<file path="src/rtl/br_multipuerto.sv">
// Multi-port register file: NRD combinational read ports, one write port, pending-write
// scoreboard and sequential clear engine. Define BR_PARITY_EN for per-register even parity.
module br_multipuerto #(
  parameter int unsigned W        = 32,
  parameter int unsigned DEPTH    = 32,
  parameter int unsigned AW       = $clog2(DEPTH),
  parameter int unsigned NRD      = 2,
  parameter int unsigned ZERO_REG = 1,
  parameter int unsigned BYPASS   = 1
) (
  input  logic              clk,
  input  logic              rst_n,
  input  logic [NRD*AW-1:0] ra,
  output logic [NRD*W-1:0]  rd,
  output logic [NRD-1:0]    rd_pend,
  output logic [NRD-1:0]    rd_perr,
  input  logic              we,
  input  logic [AW-1:0]     wa,
  input  logic [W-1:0]      wd,
  input  logic              sb_set,
  input  logic [AW-1:0]     sb_addr,
  input  logic              clr_req,
  output logic              clr_busy
);

  typedef enum logic {IDLE, CLEAR} state_e;

  localparam logic [AW-1:0] FIRST_IDX = AW'((ZERO_REG != 0) ? 1 : 0);
  localparam logic [AW-1:0] LAST_IDX  = AW'(DEPTH - 1);

  logic [W-1:0]     regs_q [DEPTH];
  logic [W-1:0]     regs_d [DEPTH];
  logic [DEPTH-1:0] pend_q, pend_d;
  state_e           state_q, state_d;
  logic [AW-1:0]    idx_q, idx_d;
  logic             clr_busy_q, clr_busy_d;
  logic             wr_ok_c, set_ok_c;
`ifdef BR_PARITY_EN
  logic [DEPTH-1:0] par_q, par_d;
`endif

  // Writes and scoreboard sets are dropped while clearing, to register 0 and out of range
  assign wr_ok_c  = we && !clr_busy_q && (32'(wa) < DEPTH)
                    && !((ZERO_REG != 0) && (wa == '0));
  assign set_ok_c = sb_set && !clr_busy_q && (32'(sb_addr) < DEPTH)
                    && !((ZERO_REG != 0) && (sb_addr == '0));

  // Next-state: write port, scoreboard and clear sweep
  always_comb begin
    state_d    = state_q;
    idx_d      = idx_q;
    clr_busy_d = clr_busy_q;
    regs_d     = regs_q;
    pend_d     = pend_q;
`ifdef BR_PARITY_EN
    par_d      = par_q;
`endif
    case (state_q)
      IDLE: begin
        if (wr_ok_c) begin
          regs_d[wa] = wd;
          pend_d[wa] = 1'b0;
`ifdef BR_PARITY_EN
          par_d[wa]  = ^wd;
`endif
        end
        // A set on the same edge as a write wins
        if (set_ok_c) pend_d[sb_addr] = 1'b1;
        if (clr_req) begin
          state_d    = CLEAR;
          idx_d      = FIRST_IDX;
          clr_busy_d = 1'b1;
        end
      end
      CLEAR: begin
        regs_d[idx_q] = '0;
        pend_d[idx_q] = 1'b0;
`ifdef BR_PARITY_EN
        par_d[idx_q]  = 1'b0;
`endif
        idx_d = idx_q + AW'(1);
        if (idx_q == LAST_IDX) begin
          state_d    = IDLE;
          idx_d      = '0;
          clr_busy_d = 1'b0;
        end
      end
      default: begin
        state_d    = IDLE;
        clr_busy_d = 1'b0;
      end
    endcase
  end

  always_ff @(posedge clk or negedge rst_n) begin
    if (!rst_n) begin
      state_q    <= IDLE;
      idx_q      <= '0;
      clr_busy_q <= 1'b0;
      regs_q     <= '{default: '0};
      pend_q     <= '0;
`ifdef BR_PARITY_EN
      par_q      <= '0;
`endif
    end else begin
      state_q    <= state_d;
      idx_q      <= idx_d;
      clr_busy_q <= clr_busy_d;
      regs_q     <= regs_d;
      pend_q     <= pend_d;
`ifdef BR_PARITY_EN
      par_q      <= par_d;
`endif
    end
  end

  assign clr_busy = clr_busy_q;

  // Combinational read ports; forced to 0 while reset is held
  for (genvar g = 0; g < NRD; g++) begin : g_rd
    logic [AW-1:0] addr_c;
    logic          valid_c;
    logic          byp_c;

    assign addr_c  = ra[g*AW +: AW];
    assign valid_c = rst_n && (32'(addr_c) < DEPTH)
                     && !((ZERO_REG != 0) && (addr_c == '0));
    assign byp_c   = (BYPASS != 0) && valid_c && we && (wa == addr_c) && !clr_busy_q;

    assign rd[g*W +: W] = !valid_c ? '0 : (byp_c ? wd : regs_q[addr_c]);
    assign rd_pend[g]   = valid_c && pend_q[addr_c];
`ifdef BR_PARITY_EN
    assign rd_perr[g]   = valid_c && !byp_c && (par_q[addr_c] != ^regs_q[addr_c]);
`else
    assign rd_perr[g]   = 1'b0;
`endif
  end

endmodule
</file>
<file path="config.mk">
export PLATFORM = sky130hd
export DESIGN_NAME = br_multipuerto
export DESIGN_NICKNAME = d
export VERILOG_FILES = /design/src/rtl/br_multipuerto.sv
export SDC_FILE = /design/constraint.sdc
export NUM_CORES = 2
export LEC_CHECK = 0
export BUFFER_PORTS_ARGS = -buffer_cell sky130_fd_sc_hd__buf_2
export CAP_MARGIN = 20
export CORE_AREA = 2 2 436 438
export CTS_CLUSTER_SIZE = 14
export DETAILED_ROUTE_END_ITERATION = 8
export DIE_AREA = 0 0 438 440
export PLACE_DENSITY = 0.5
export SLEW_MARGIN = 20
export SYNTH_ARGS = -nofsm -noshare
export SYNTH_HDL_FRONTEND = slang
export SYNTH_SLANG_ARGS = --single-unit
</file>
<file path="constraint.sdc">
create_clock -name clk -period 2.7 [get_ports clk]
set_input_delay 0 -clock clk [delete_from_list [all_inputs] [get_ports clk]]
set_output_delay 0 -clock clk [all_outputs]
set_load 0.02 [all_outputs]
</file>
Yosys cells after proc, flatten, opt, wreduce, memory -nomap -nowiden:

Cells that the tools add are included.

* bits in registers: 1063
* bits of input ports: 57

* bitwise operators: 12
* $add $sub $neg: 1
* equality and inequality tests: 6
* reductions and logical operators: 29
* mux-type cells: 40
* order comparisons: 14

Operator list (count)
* $pmux W1024 S2: 1
* $and A1024 B1024 Y1024: 1
* $bwmux W1024: 1
* $mux W1024: 1
* $not A1024 Y1024: 1
* $mux W32: 13
* $bmux W32 S5: 2
* $demux W32 S5: 2
* $and A32 B32 Y32: 2
* $not A32 Y32: 2
* $pmux W32 S2: 1
* $or A32 B32 Y32: 1
* $lt A5 B6 Y1 const B: 5
* $ge A6 B6 Y1 const B: 4
* $not A5 Y6: 4
* $logic_not A5 Y1: 4
* $logic_and A1 B1 Y1: 19
* $demux W1 S5: 3
* $ge A5 B1 Y1 const B: 3
* $lt A6 B1 Y1 const B: 2
* $bmux W1 S5: 2
* $eq A5 B5 Y1: 2
* $mux W5: 2
* $pmux W5 S2: 1
* 9 further kinds: 23

Depth between registers and ports, before layout:

* depth after elaboration: 11
* gate-level depth with buffers: 9

Least setup slack after synthesis:

No wires, ideal clock.

* path type: register -> register
* from: register clr_busy_q (netlist: clr_busy)
* to: register pend_q[26]
* buffers on the path: 2
* data arrival time: 2.002 ns
* stages on the path, launching flop included: 8
* setup time: 0.121 ns
* required time: 2.579 ns
* path slack: 0.577 ns
* cells stage by stage: dfrtp_1 -> or4b_1 -> buf_4 -> or2_4 -> nor2_4 -> a21oi_2 -> buf_4 -> a22o_1

* longest elaborated chain between the ends: 8
* elaborated cells on any way between the ends: 10

Ends and longest elaborated chain
* start: declaration: line 36 `logic clr_busy_q, clr_busy_d;`
* start signal: assignment: line 108 `clr_busy_q <= clr_busy_d;`
* $logic_not A1 Y1 (*): line 43, 45
* $logic_and A1 B1 Y1: line 43 `assign wr_ok_c = we && !clr_busy_q && (32'(wa) < DEPTH)`
* $logic_and A1 B1 Y1: line 44 `&& !((ZERO_REG != 0) && (wa == '0));`
* $mux W32: line 60 `if (wr_ok_c) begin`
* $mux W32: line 58 `case (state_q)`
* $or A32 B32 Y32 (no source line)
* $mux W32 (*): line 68 `if (set_ok_c) pend_d[sb_addr] = 1'b1;`
* $pmux W32 S2 (*): line 58
* net pend_d[26]: line 33 `logic [DEPTH-1:0] pend_q, pend_d;`
* end signal: assignment: line 110 `pend_q <= pend_d;`
* end: declaration: line 33

Mark *: on every way through the listed nets, which the timed path passes. The rest lies on a longest branch. The select of a mux whose other input is x is not followed.
A chain may end at the register's enable or synchronous reset.

Final worst setup path:

* from: register clr_busy_q (netlist: clr_busy)
* to: output port rd[9]

* longest elaborated chain between the ends: 4

Ends and longest elaborated chain
* $logic_not A1 Y1: line 128 `assign byp_c = (BYPASS != 0) && valid_c && we && (wa == addr_c) && !clr_busy_q;`
* $logic_and A1 B1 Y1: line 128
* $mux W32 (2 in series): line 130 `assign rd[g*W +: W] = !valid_c ? '0 : (byp_c ? wd : regs_q[addr_c]);`
* end: declaration: line 14 `output logic [NRD*W-1:0] rd,`

Every way passes these cells.

==> impl_metrics.toml <==
[run_status]
status = "complete, but fails checks"
failing_checks = "negative setup slack"

[worst_setup_path]
regToRegSetupSlack_ns = 0.16
element_type_at_the_critical_path_end = "primary output"
timing.critical_path.arrival_ns = 2.98
timing.setup.critical_path_class = "reg2out"
rr_endpoint = "pend_q[20]"
cp_max_fo = 6
critical_path_required_ns = 2.70
worst_r2r_startpoint = "state_q"
worst-r2r-cell-count = 7
worstSetupStartpointType = "flop"

[finish]
filler_cell_count_in_the_final_layout = 18238
area.growth.synth_to_final_pct = 20.2
final_non_filler_cell_area_mm2 = 0.0675
multiInputGateArea_mm2 = 0.0280
finished_layout_cells = 7105
regArea_mm2 = 0.0266
postLayoutCoreUtil_pct = 35.8
finalNetCount = 4554
fraction_of_layout_cells_with_a_size_suffix_above_1_pct = 23.6

[power_and_ir_drop]
vdd.ir_drop.worst_uv = 531
static-leakage-power_nw = 29.7
power-per-cell-area_mw_per_mm2 = 623
design_power_total_mw = 42.0

[placement]
placed_cells = 6816
dpl-instance-area_mm2 = 0.0617
placement.setup.worst_slack_ns = 0.0314
globalplace.congestion = 0.885
hpwl_mm = 143
port_buffers = 123

[drt]
wl_mm = 244
first_iter_violations = 4757
detailroute.via_count = 44720
antenna_violating_nets_post_route = 0
vias_per_cell = 6.29
pre_antenna_drt_iters = 5
route.detailed.drc = 0
routed_wire_length_per_instance_um = 34.4

[sta]
max_slew.worst_pin.slew_ns = 1.20
finalSetupViolations = 62
fin_worst_skew_ns = 0.0239
holdWs_ns = 0.0704
maxClockFrequency_mhz = 336
final_period_minus_worst_setup_slack_ns = 2.98
fin_setup_tns_ns = -8.96
layout_setup_ws_ns = -0.280
rsz0062_at_grt = "yes"
hold_viol = 0
slew_violations = 0
fin_crit_sh_pct = 110
relSlewSlack_pct = 20.0

[logic_synthesis]
syn-instance-count = 4413
postSynthRegisterBits = 1063
synth_area_mm2 = 0.0561
ys_async_sr_fraction_pct = 100
ys.flop_type = "sky130_fd_sc_hd__dfrtp_1"
synth_commonest_cells = "sky130_fd_sc_hd__dfrtp_1 (1063), sky130_fd_sc_hd__a22o_1 (1005), sky130_fd_sc_hd__mux2i_1 (529)"
avgSynthCellArea_um2 = 12.7
ys_top_cells_by_area = "sky130_fd_sc_hd__dfrtp_1 (47%), sky130_fd_sc_hd__a22o_1 (16%), sky130_fd_sc_hd__mux4_2 (11%)"
number_of_synthesized_flops_with_an_enable_pin = 0
synth.yosys.seq_area_share_pct = 47.4
synth_most_common_cell = "sky130_fd_sc_hd__dfrtp_1"
yosysWarnings = 0
synth_area_leader_cell = "sky130_fd_sc_hd__dfrtp_1"
synth_cell_type_count = 63
synth_largest_type_area_fraction_pct = 47.4

[worst_hold_path]
hp-start = "wa[1]"
hold_path_class = "in2reg"
worstHoldPathCells = 6
min_to = "pend_q[15]"

[floorplan]
core.rowCount = 160
core_mm2 = 0.189
die_w_um = 438
pin_count = 126
start_util_pct = 29.8
die_y_um = 440
die-area_mm2 = 0.193

[cts]
clockBufferDepth = 3
clock_tree.htree_level_count = 3
later_pin_clock_latency_in_the_skew_report_ns = 0.77
cts.sinks = 1063
cts_tree = "built"
clock_tree.root_cell = "sky130_fd_sc_hd__clkbuf_16"
tritoncts.num_buffers = 116
clkSlewWorstSetupHoldPaths_ns = 0.06

[grt]
grt_total_usage_pct = 24.8
grt_overflow = 0
global_route_wire_length_before_repair_mm = 349
grt_start_max_net_pins = 168
number_of_global_route_vias_before_repair = 45387
grt_antenna_before_repair = 7

[job]
cap_viol_max_count = 0
logic make-up (layout without fill, tap and decap cells):
group	count (synthesis)	after routing	synth area share, %
compound gates	1791	1791	26.0
buf+inv	580	756	4.41
mux	793	793	20.0
xor+xnor	11	11	0.172
simple gates	169	169	1.86
fa+ha+maj	5	5	0.111
other cells	1	6	0.00668
flops	1063	1063	47.4
routing by layer:
metal / up-vias / track usage, % / wire (um) / share of wire, %
met2: 2283 / 40.1 / 116000 / 47
met3: 541 / 4.87 / 17900 / 7.3
met1: 23903 / 31.5 / 97200 / 40
li1: 17989 / - / - / -
met5: - / 0 / 27 / 0.011
met4: 4 / 13.1 / 13300 / 5.4
final cells by class:
type	count	share of cell area (%)
Antenna cell	4	0.0148
Clock buffer	169	5.12
Timing Repair inverter	4	0.0890
Inverter	17	0.139
Timing Repair Buffer	519	8.29
Tap cell	2511	4.65
Clock inverter	47	0.771
Sequential cell	1063	39.4
Multi-Input combinational cell	2771	41.5
worst max-delay path by stage:
stage	startpoint	end	slack, ns	depth (start not counted)
final	clr_busy	rd[9]	-0.28	7
after global routing	clr_busy	rd[9]	-0.32	7
after CTS	clr_busy	rd[15]	-0.25	7
after detailed placement	ra[2]	rd[12]	0.03	8
after global placement	ra[2]	rd[12]	0.04	8
after floorplan	clr_busy	pend_q[26]	0.58	7
worst max-delay path, cell delays in order (launching register included):
cell and delay (ns):
sky130_fd_sc_hd__dfrtp_2 0.46, sky130_fd_sc_hd__nand2b_4 0.18, sky130_fd_sc_hd__or3_1 0.34, sky130_fd_sc_hd__o211ai_1 0.28
sky130_fd_sc_hd__buf_4 0.26, sky130_fd_sc_hd__inv_8 0.08, sky130_fd_sc_hd__a221o_2 0.46, sky130_fd_sc_hd__buf_6 0.17
flip-flops by register name, summed over array words and instances, names as in the netlist:
name / cells
regs_q: 1024
pend_q: 32
idx_q: 5
clr_busy: 1
state_q: 1
report_power, final:
| group | leakage [nW] | total (mW) | switching (mW) | internal [mW] |
|---|---|---|---|---|
| clock network | 1.99 | 17.0 | 7.18 | 9.79 |
| registers | 14.8 | 17.4 | 0.702 | 16.7 |
| logic | 12.9 | 7.65 | 4.92 | 2.72 |
placed cells by master, fill, tap and decap left out, types with 9 or more instances in the layout:
master                             n
sky130_fd_sc_hd__a21boi_0         62
sky130_fd_sc_hd__nor3_4           10
sky130_fd_sc_hd__dfrtp_1        1062
sky130_fd_sc_hd__buf_2            55
sky130_fd_sc_hd__xnor2_1           9
sky130_fd_sc_hd__a221o_2          20
sky130_fd_sc_hd__clkbuf_16       119
sky130_fd_sc_hd__nand2_1          28
sky130_fd_sc_hd__a21oi_1          99
sky130_fd_sc_hd__a21oi_4          52
sky130_fd_sc_hd__o21bai_1         64
sky130_fd_sc_hd__inv_1            10
sky130_fd_sc_hd__bufinv_16        10
sky130_fd_sc_hd__nor2_4           17
sky130_fd_sc_hd__a22oi_1          64
sky130_fd_sc_hd__mux2i_1         529
sky130_fd_sc_hd__o22a_1           66
sky130_fd_sc_hd__clkbuf_8         29
sky130_fd_sc_hd__buf_4           229
sky130_fd_sc_hd__buf_6            76
sky130_fd_sc_hd__mux4_2          264
sky130_fd_sc_hd__a22o_1         1005
sky130_fd_sc_hd__a221o_1          44
sky130_fd_sc_hd__clkbuf_1         21
sky130_fd_sc_hd__a221oi_1        187
sky130_fd_sc_hd__buf_12           99
sky130_fd_sc_hd__and2_1           38
sky130_fd_sc_hd__clkinv_2         31
sky130_fd_sc_hd__dlygate4sd3_1    47
sky130_fd_sc_hd__a21oi_2          14
sky130_fd_sc_hd__nor2_1           11
sky130_fd_sc_hd__o21ai_0          79
repair_timing:
action / 4_1_cts / 5_1_grt
resized for setup: 236 / 16
gates cloned: 8 / 0
setup endpoints to repair: 64 / 65
setup buffers: 21 / 5
pin swaps: 56 / 9
hold endpoints to repair: 1303 / 0
hold buffers: 50 / 0
No activity file was read; power rests on OpenSTA's default activity.
